===== config.mk =====
export PLATFORM = sky130hd
export DESIGN_NAME = rca_share_ctrl
export DESIGN_NICKNAME = d
export VERILOG_FILES = /design/src/rtl/rca_share_ctrl.sv
export SDC_FILE = /design/constraint.sdc
export NUM_CORES = 1
export LEC_CHECK = 0
export ABC_AREA = 1
export CAP_MARGIN = 30
export CORE_MARGIN = 2
export CORE_UTILIZATION = 40
export CTS_CLUSTER_SIZE = 40
export DETAILED_ROUTE_END_ITERATION = 16
export PLACE_DENSITY_LB_ADDON = 0.3
export SYNTH_ARGS = -nofsm -noshare
export SYNTH_HDL_FRONTEND = slang
export SYNTH_SLANG_ARGS = --single-unit

===== constraint.sdc =====
create_clock -name clk -period 4.43 [get_ports clk]
set_clock_uncertainty 0.15 [all_clocks]
set_input_delay 0.6645 -clock clk [delete_from_list [all_inputs] [get_ports clk]]
set_output_delay 0.6645 -clock clk [all_outputs]
set_load 0.01 [all_outputs]

===== src/rtl/rca_share_ctrl.sv =====
// rca_share_ctrl
//   Shares one combinational ripple-carry adder between two requesters.
//   A round-robin grant picks one pending request while idle, its operands
//   are registered onto the adder inputs, the controller waits SETTLE_CYCLES
//   clocks for the carry chain to settle and then captures sum/carry-out
//   into a valid/ready response tagged with the requester id.
//
// Ports
//   clk, rst                  clock, asynchronous active-high reset
//   req{0,1}_valid/ready      request handshake (ready is combinational)
//   req{0,1}_x/_y/_cin        request operands
//   add_x/add_y/add_cin       registered operands driven to the adder
//   add_s/add_cout            adder result
//   rsp_valid/rsp_ready       response handshake
//   rsp_sum/rsp_cout/rsp_id   captured result and issuing requester
//   busy                      controller is not idle
module rca_share_ctrl #(
    parameter int WIDTH         = 32,
    parameter int SETTLE_CYCLES = 4
) (
    input  logic             clk,
    input  logic             rst,
    input  logic             req0_valid,
    output logic             req0_ready,
    input  logic [WIDTH-1:0] req0_x,
    input  logic [WIDTH-1:0] req0_y,
    input  logic             req0_cin,
    input  logic             req1_valid,
    output logic             req1_ready,
    input  logic [WIDTH-1:0] req1_x,
    input  logic [WIDTH-1:0] req1_y,
    input  logic             req1_cin,
    output logic [WIDTH-1:0] add_x,
    output logic [WIDTH-1:0] add_y,
    output logic             add_cin,
    input  logic [WIDTH-1:0] add_s,
    input  logic             add_cout,
    output logic             rsp_valid,
    input  logic             rsp_ready,
    output logic [WIDTH-1:0] rsp_sum,
    output logic             rsp_cout,
    output logic             rsp_id,
    output logic             busy
);

    localparam int CW = $clog2(SETTLE_CYCLES + 1);

    typedef enum logic [1:0] {
        IDLE   = 2'd0,
        SETTLE = 2'd1,
        RESP   = 2'd2
    } state_t;

    state_t        state;
    state_t        next_state;
    logic [CW-1:0] cnt;
    logic          last_grant;

    logic any_valid;
    logic grant_id;
    logic accept;
    logic capture;
    logic release_rsp;

    // Round-robin: a lone requester always wins; with both pending, the one
    // that was not served last wins.
    always_comb begin
        any_valid = req0_valid | req1_valid;
        if (req0_valid && req1_valid)
            grant_id = ~last_grant;
        else
            grant_id = req1_valid;
    end

    assign accept      = (state == IDLE) && any_valid;
    assign capture     = (state == SETTLE) && (cnt == CW'(1));
    assign release_rsp = (state == RESP) && rsp_ready;

    // State register
    always_ff @(posedge clk or posedge rst) begin
        if (rst)
            state <= IDLE;
        else
            state <= next_state;
    end

    // Next-state logic
    always_comb begin
        next_state = state;
        unique case (state)
            IDLE:    if (accept)      next_state = SETTLE;
            SETTLE:  if (capture)     next_state = RESP;
            RESP:    if (release_rsp) next_state = IDLE;
            default:                  next_state = IDLE;
        endcase
    end

    // Outputs decoded from state; ready only ever offered while idle.
    always_comb begin
        req0_ready = accept && !grant_id;
        req1_ready = accept &&  grant_id;
        busy       = (state != IDLE);
    end

    // Operand launch, settle counter, result capture.
    always_ff @(posedge clk or posedge rst) begin
        if (rst) begin
            add_x      <= '0;
            add_y      <= '0;
            add_cin    <= 1'b0;
            cnt        <= '0;
            last_grant <= 1'b1;
            rsp_valid  <= 1'b0;
            rsp_sum    <= '0;
            rsp_cout   <= 1'b0;
            rsp_id     <= 1'b0;
        end else begin
            if (accept) begin
                add_x      <= grant_id ? req1_x   : req0_x;
                add_y      <= grant_id ? req1_y   : req0_y;
                add_cin    <= grant_id ? req1_cin : req0_cin;
                rsp_id     <= grant_id;
                last_grant <= grant_id;
                cnt        <= CW'(SETTLE_CYCLES);
            end
            if (state == SETTLE)
                cnt <= cnt - CW'(1);
            if (capture) begin
                rsp_sum   <= add_s;
                rsp_cout  <= add_cout;
                rsp_valid <= 1'b1;
            end
            if (release_rsp)
                rsp_valid <= 1'b0;
        end
    end

endmodule


==> run_results.csv, run 1 <==
group,metric,value,unit
run_status,status,"complete, no violations",
power,powerDensity,608.8,nW/µm²
power,net-switching-power,0.001831,W
cts,cts_made_buffers,9,
place,placedCellCount,1088,
worst_setup_path,crit_fanout,21,
yosys,synth-seq-cells,106,
place,gp_congestion,0.8098,
cts,cts_tree,"yes",
sta,slew-limit-headroom,55.37,%
sta,grt_setup_unrepaired,"false",
worst_setup_path,cp.arrival,2420,ps
layout,final_cell_mix,"402 x nand2_1, 269 x clkdlybuf4s50_1, 105 x dfrtp_1, 101 x nand3_1",
cts,cts-root-buf,"clkbuf_16",
power,power_frac_clock,16.5,%
route,drtPass1Iterations,4,
floorplanning,start_util,40.43,%
worst_setup_path,cp-start-kind,"input port",
sta,hold_ws,318.9,ps
power,p_leak,4.082,nW
worst_setup_path,r2r_setup_slack,2370,ps
worst_setup_path,cp.required,3620,ps
power,power.share.combinational,49.5,%
worst_setup_path,worst_r2r_path_depth,7,
power,ir_drop,315.3,µV
sta,setup_viol_count_final,0,
global_route,grt_pass1_vias,4933,
sta,final.setup.tns,0,ps
global_route,grt_start_max_net_pins,66,
route,vias_per_cell,4.694,
yosys,synth_area,5040,µm²
layout,antennaDiodeCount,0,
cts,htreeDepth,3,
worst_setup_path,crit_path_end_kind,"primary output",
route,via_count,5177,
power,p_int,0.003133,W
cts,clkTransAtPathRegs,70,ps
global_route,antenna_found_initial,0,
worst_setup_path,crit_chain,"clkdlybuf4s50_1 > nand2_2 > a21oi_1 > clkdlybuf4s50_1",
worst_setup_path,crit_type,"in -> out",
power,swShare,36.88,%
run,drv_cap,0,
yosys,ys_types,18,
worst_setup_path,reg2reg_from,"last_grant$_DFFE_PP1P_",
layout,fin_nets,1097,
min_path,min_to,"rsp_sum[30]$_DFFE_PP0P_",
layout,area_growth,61.79,%
cts,insertion_delay,340,ps
worst_setup_path,max_stage_delay,590,ps
floorplanning,core_area,12470,µm²
floorplanning,die_x,116.2,µm
sta,worstMarginPinSlew,669.5,ps
sta,fin_crit_sh,73.11,%
route,routedWlPerCell,13.98,µm
min_path,hp-start,"rsp_sum[30]$_DFFE_PP0P_",
route,drt_wl_total,15.42,mm
cts,postCtsSetupBuffers,0,
min_path,min_path_type,"reg -> reg",
layout,layout-drive-gt1-share,3.867,%
layout,final_cells,1103,
route,drtAntennaViolNets,0,
yosys,synth_area_per_cell,7.401,µm²
place,hpwl,11.01,mm
yosys,yosysWarnings,0,
power,total_power,0.004964,W
min_path,hold_depth,2,
layout,fillCellCount,1101,
sta,drv_slew,0,
cts,cts-hold-fix-buffers,0,
yosys,synth_nets,851,
sta,fmax,0.3088,GHz
worst_setup_path,r2r_end,"add_x[26]$_DFFE_PP0P_",
global_route,grt_usage,22.59,%
route,drc,0,
cts,numClockSinks,106,
global_route,overflow,0,
yosys,syn_inst,681,
global_route,grt_pass1_wl,23.94,mm
worst_setup_path,critPathSlowestCell,"clkdlybuf4s50_1",
sta,finalHoldViolCount,0,
place,io_buffers,270,
route,drtIter0Drc,354,
floorplanning,row_count,41,
cts,post_cts_resized,0,
sta,period_needed,3239,ps
layout,final_common_cell,"nand2_1",
yosys,ys_seq_area_share,52.66,%
power,power_frac_seq,34.0,%
floorplanning,die_h,116.2,µm
floorplanning,dieArea,13510,µm²
cts,clockBufferDepth,2,
floorplanning,ios,271,
worst_setup_path,cpMostUsedCell,"clkdlybuf4s50_1",
[synth_stat cells]
master	number	area [µm²]
and3_1	1	6.260
inv_2	1	3.750
buf_2	23	115.1
nand3_1	101	505.5
a21oi_1	1	5.000
nor2_1	3	11.26
o21ai_4	1	16.27
nor2_2	1	6.260
inv_1	9	33.78
clkbuf_1	16	60.06
dfstp_2	1	26.28
nand3b_1	1	7.510
or2_2	1	6.260
dfrtp_1	105	2628
buf_4	7	52.55
o21ai_0	3	15.01
ha_1	2	25.02
nand2_1	404	1516
[worst max path at each step]
stage                          start                   to  slack [ps]  depth (start not counted)
after floorplan                  rst  add_cin$_DFFE_PP0P_         830                          1
after global placement    req0_valid           req0_ready        1130                          4
after detailed placement  req0_valid           req0_ready        1110                          4
after CTS                 req0_valid           req0_ready        1100                          4
after global routing      req0_valid           req0_ready        1090                          4
final                     req0_valid           req0_ready        1190                          4
[stage by stage]
stage | worst slack, ps | utilization (%) | cell area [µm²]
CTS | 1104 | 65.41 | 8154
global placement | 1135 | 62.59 | 7802
floorplan | 828.3 | - | 5040
global route | 1085 | 65.41 | 8154
finish | 1191 | 65.41 | 8154
detailed placement | 1107 | 62.97 | 7850
[flip-flops by register name, indices dropped and copies added (netlist names)]
name	flops
add_cin	1
cnt	3
state	2
rsp_valid	1
last_grant	1
rsp_cout	1
add_y	32
rsp_sum	32
add_x	32
rsp_id	1
[logic make-up (layout without fill, tap and decap cells)]
| logic type | count (synthesis) | after routing | share of synthesized area [%] |
|---|---|---|---|
| AO/OA/AOI/OAI | 5 | 5 | 0.7199 |
| flip-flops | 106 | 106 | 52.66 |
| buffers and inverters | 56 | 306 | 5.263 |
| adder cells (fa/ha/maj) | 2 | 2 | 0.4964 |
| AND/OR/NAND/NOR | 512 | 512 | 40.86 |
[worst max-delay path, delay by kind of cell]
family                 cells  cell delay [ps]
AO/OA/AOI/OAI              1              350
AND/OR/NAND/NOR            1              280
buffers and inverters      2             1140
[power by group through the flow]
stage / Sequential (W) / Clock (W) / Combinational (W)
floorplan: 0.00189 / 0 / 0.000968
global placement: 0.00169 / 0 / 0.00243
detailed placement: 0.00169 / 0 / 0.00249
CTS: 0.00169 / 0.000835 / 0.00249
global route: 0.00175 / 0.000871 / 0.00272
finish: 0.00169 / 0.000817 / 0.00246
[layer usage]
metal / up-vias / global-route usage (%) / wire [µm]
li1: 2605 / - / -
met1: 2363 / 27.26 / 6244
met2: 188 / 38.80 / 7467
met3: 21 / 6.798 / 1393
met4: 0 / 7.302 / 310
met5: - / 0 / 0
[final cells by class]
class	instances	area [µm²]	share of cell area (%)
flip-flops and latches	106	2654	32.55
multi-input cells	519	2128	26.10
repair buffers	281	2813	34.49
clock inverters	4	51.30	0.6291
clock buffers	11	252.7	3.100
inverters	10	40.04	0.4910
well taps	172	215.2	2.639
Power figures use the tool's default switching activity.
==> inputs of run 2 (changes only) <==
clock period = 3 ns   (was 4.43 ns; I/O delays follow)
==> run_results.csv, run 2 (synthesis results as in run 1) <==
group,metric,value,unit
min_path,min_path_type,"reg -> reg",
min_path,hold_depth,2,
place,io_buffers,270,
worst_setup_path,crit_fanout,4,
worst_setup_path,crit_path_end_kind,"primary output",
route,drc,0,
run_status,status,"complete, no violations",
layout,layout-drive-gt1-share,3.763,%
layout,final_common_cell,"nand2_1",
worst_setup_path,worst_r2r_path_depth,6,
layout,final_cells,1102,
cts,cts-hold-fix-buffers,0,
global_route,busiest_layer,"met2",
global_route,use_met3,7.680,%
cts,postCtsSetupBuffers,0,
worst_setup_path,cp-start-kind,"flip-flop",
layout,area_growth,61.62,%
worst_setup_path,cp.arrival,1920,ps
place,placed_area,7864,µm²
place,gp_congestion,0.7815,
worst_setup_path,critPathSlowestCell,"clkdlybuf4s50_1",
sta,period_needed,2518,ps
floorplanning,die_x,116.2,µm
layout,fin_nets,1098,
global_route,grt_pass1_vias,4910,
layout,largest_registers,"add_x (32), add_y (32), rsp_sum (32)",
power,powerDensity,891.8,nW/µm²
sta,fin_crit_sh,83.94,%
place,hpwl,10.83,mm
cts,clkTransAtPathRegs,60,ps
route,drtPass1Iterations,4,
cts,cts-root-buf,"clkbuf_16",
layout,final_cell_mix,"402 x nand2_1, 269 x clkdlybuf4s50_1, 105 x dfrtp_1, 101 x nand3_1",
worst_setup_path,max_stage_delay,630,ps
floorplanning,dieArea,13510,µm²
worst_setup_path,crit_chain,"nor2_1 > o21ai_4 > a21oi_1 > clkdlybuf4s50_1",
global_route,overflow,0,
route,drtIter0Drc,290,
route,drt_wl_total,15.22,mm
worst_setup_path,cp.required,2400,ps
cts,numClockSinks,106,
floorplanning,start_util,40.43,%
sta,fmax,0.3971,GHz
run,drv_cap,0,
sta,finalHoldViolCount,0,
cts,clockBufferDepth,2,
global_route,grt_pass1_wl,24.12,mm
place,placedCellCount,1089,
sta,drv_slew,0,
cts,post_cts_resized,0,
layout,antennaDiodeCount,0,
cts,htreeDepth,3,
global_route,met1_usage,27.47,%
place,pre_cts_ws,491.2,ps
sta,grt_setup_unrepaired,"false",
worst_setup_path,crit_type,"reg -> out",
floorplanning,die_h,116.2,µm
global_route,antenna_found_initial,0,
route,routedWlPerCell,13.81,µm
global_route,grt_start_max_net_pins,72,
cts,cts_tree,"yes",
power,ir_drop,405.5,µV
cts,insertion_delay,330,ps
floorplanning,ios,271,
global_route,grt_usage,22.56,%
sta,worstMarginPinSlew,743.1,ps
route,drtAntennaViolNets,0,
global_route,use_met2,37.60,%
layout,fin_area,8145,µm²
route,via_count,5200,
sta,slew-limit-headroom,50.46,%
sta,setup_viol_count_final,0,
floorplanning,core_area,12470,µm²
route,vias_per_cell,4.719,
floorplanning,row_count,41,
sta,fin_ws,481.8,ps
sta,final.setup.tns,0,ps
power,p_leak,4.070,nW
cts,cts_made_buffers,9,
## run 2: cell types whose count changed in the layout (fill, tap and decap cells not counted)
cell / change
inv_4: -1
clkbuf_8: -1
clkinv_4: -1
buf_12: +2
buf_16: -1
clkinvlp_4: +1
## run 2: routing by layer
layer  wire length (µm)  up-vias
li1                   -     2599
met1               6169     2367
met2               7272      208
met3               1428       26
met4                348        0
met5                  0        -
## run 2: worst paths after layout
kind	start	endpoint	slack (ps)
max	state[1]$_DFFE_PP0P_	req0_ready	480
min	rsp_cout$_DFFE_PP0P_	rsp_cout$_DFFE_PP0P_	320
max reg2reg	cnt[0]$_DFFE_PP0P_	state[1]$_DFFE_PP0P_	1140
min reg2reg	rsp_cout$_DFFE_PP0P_	rsp_cout$_DFFE_PP0P_	320
max in group asynchronous	rst	last_grant$_DFFE_PP1P_	1620
min in group asynchronous	rst	add_x[19]$_DFFE_PP0P_	390
## run 2: final cells by class
| type | count | area, µm² |
|---|---|---|
| Fill cell | 1123 | 4320 |
| Multi-Input combinational cell | 519 | 2128 |
| Tap cell | 172 | 215.2 |
| Inverter | 10 | 41.29 |
| Sequential cell | 106 | 2654 |
| Clock buffer | 10 | 239.0 |
| Clock inverter | 3 | 42.54 |
| Timing Repair Buffer | 282 | 2825 |
## run 2: metrics by stage
step	util [%]	power (W)	hold WS [ps]
after floorplan	-	0.004216	297.5
after global placement	63.08	0.006113	302.5
after detailed placement	63.08	0.006172	307.0
after CTS	65.34	0.007351	323.4
after global routing	65.34	0.007824	339.9
final	65.34	0.007264	317.4
## run 2: power by group
part	internal [W]	switching, W	total [W]
sequential	0.00212	0.000365	0.00249
clock	0.000655	0.000487	0.00114
combinational	0.00181	0.00183	0.00363
total	0.00458	0.00268	0.00726
## run 2: critical path: cells and delay by family, from the launching register on
family,cells,cell delay (ps)
AO/OA/AOI/OAI,2,260
buffers and inverters,1,630
flip-flops,1,410
AND/OR/NAND/NOR,1,290
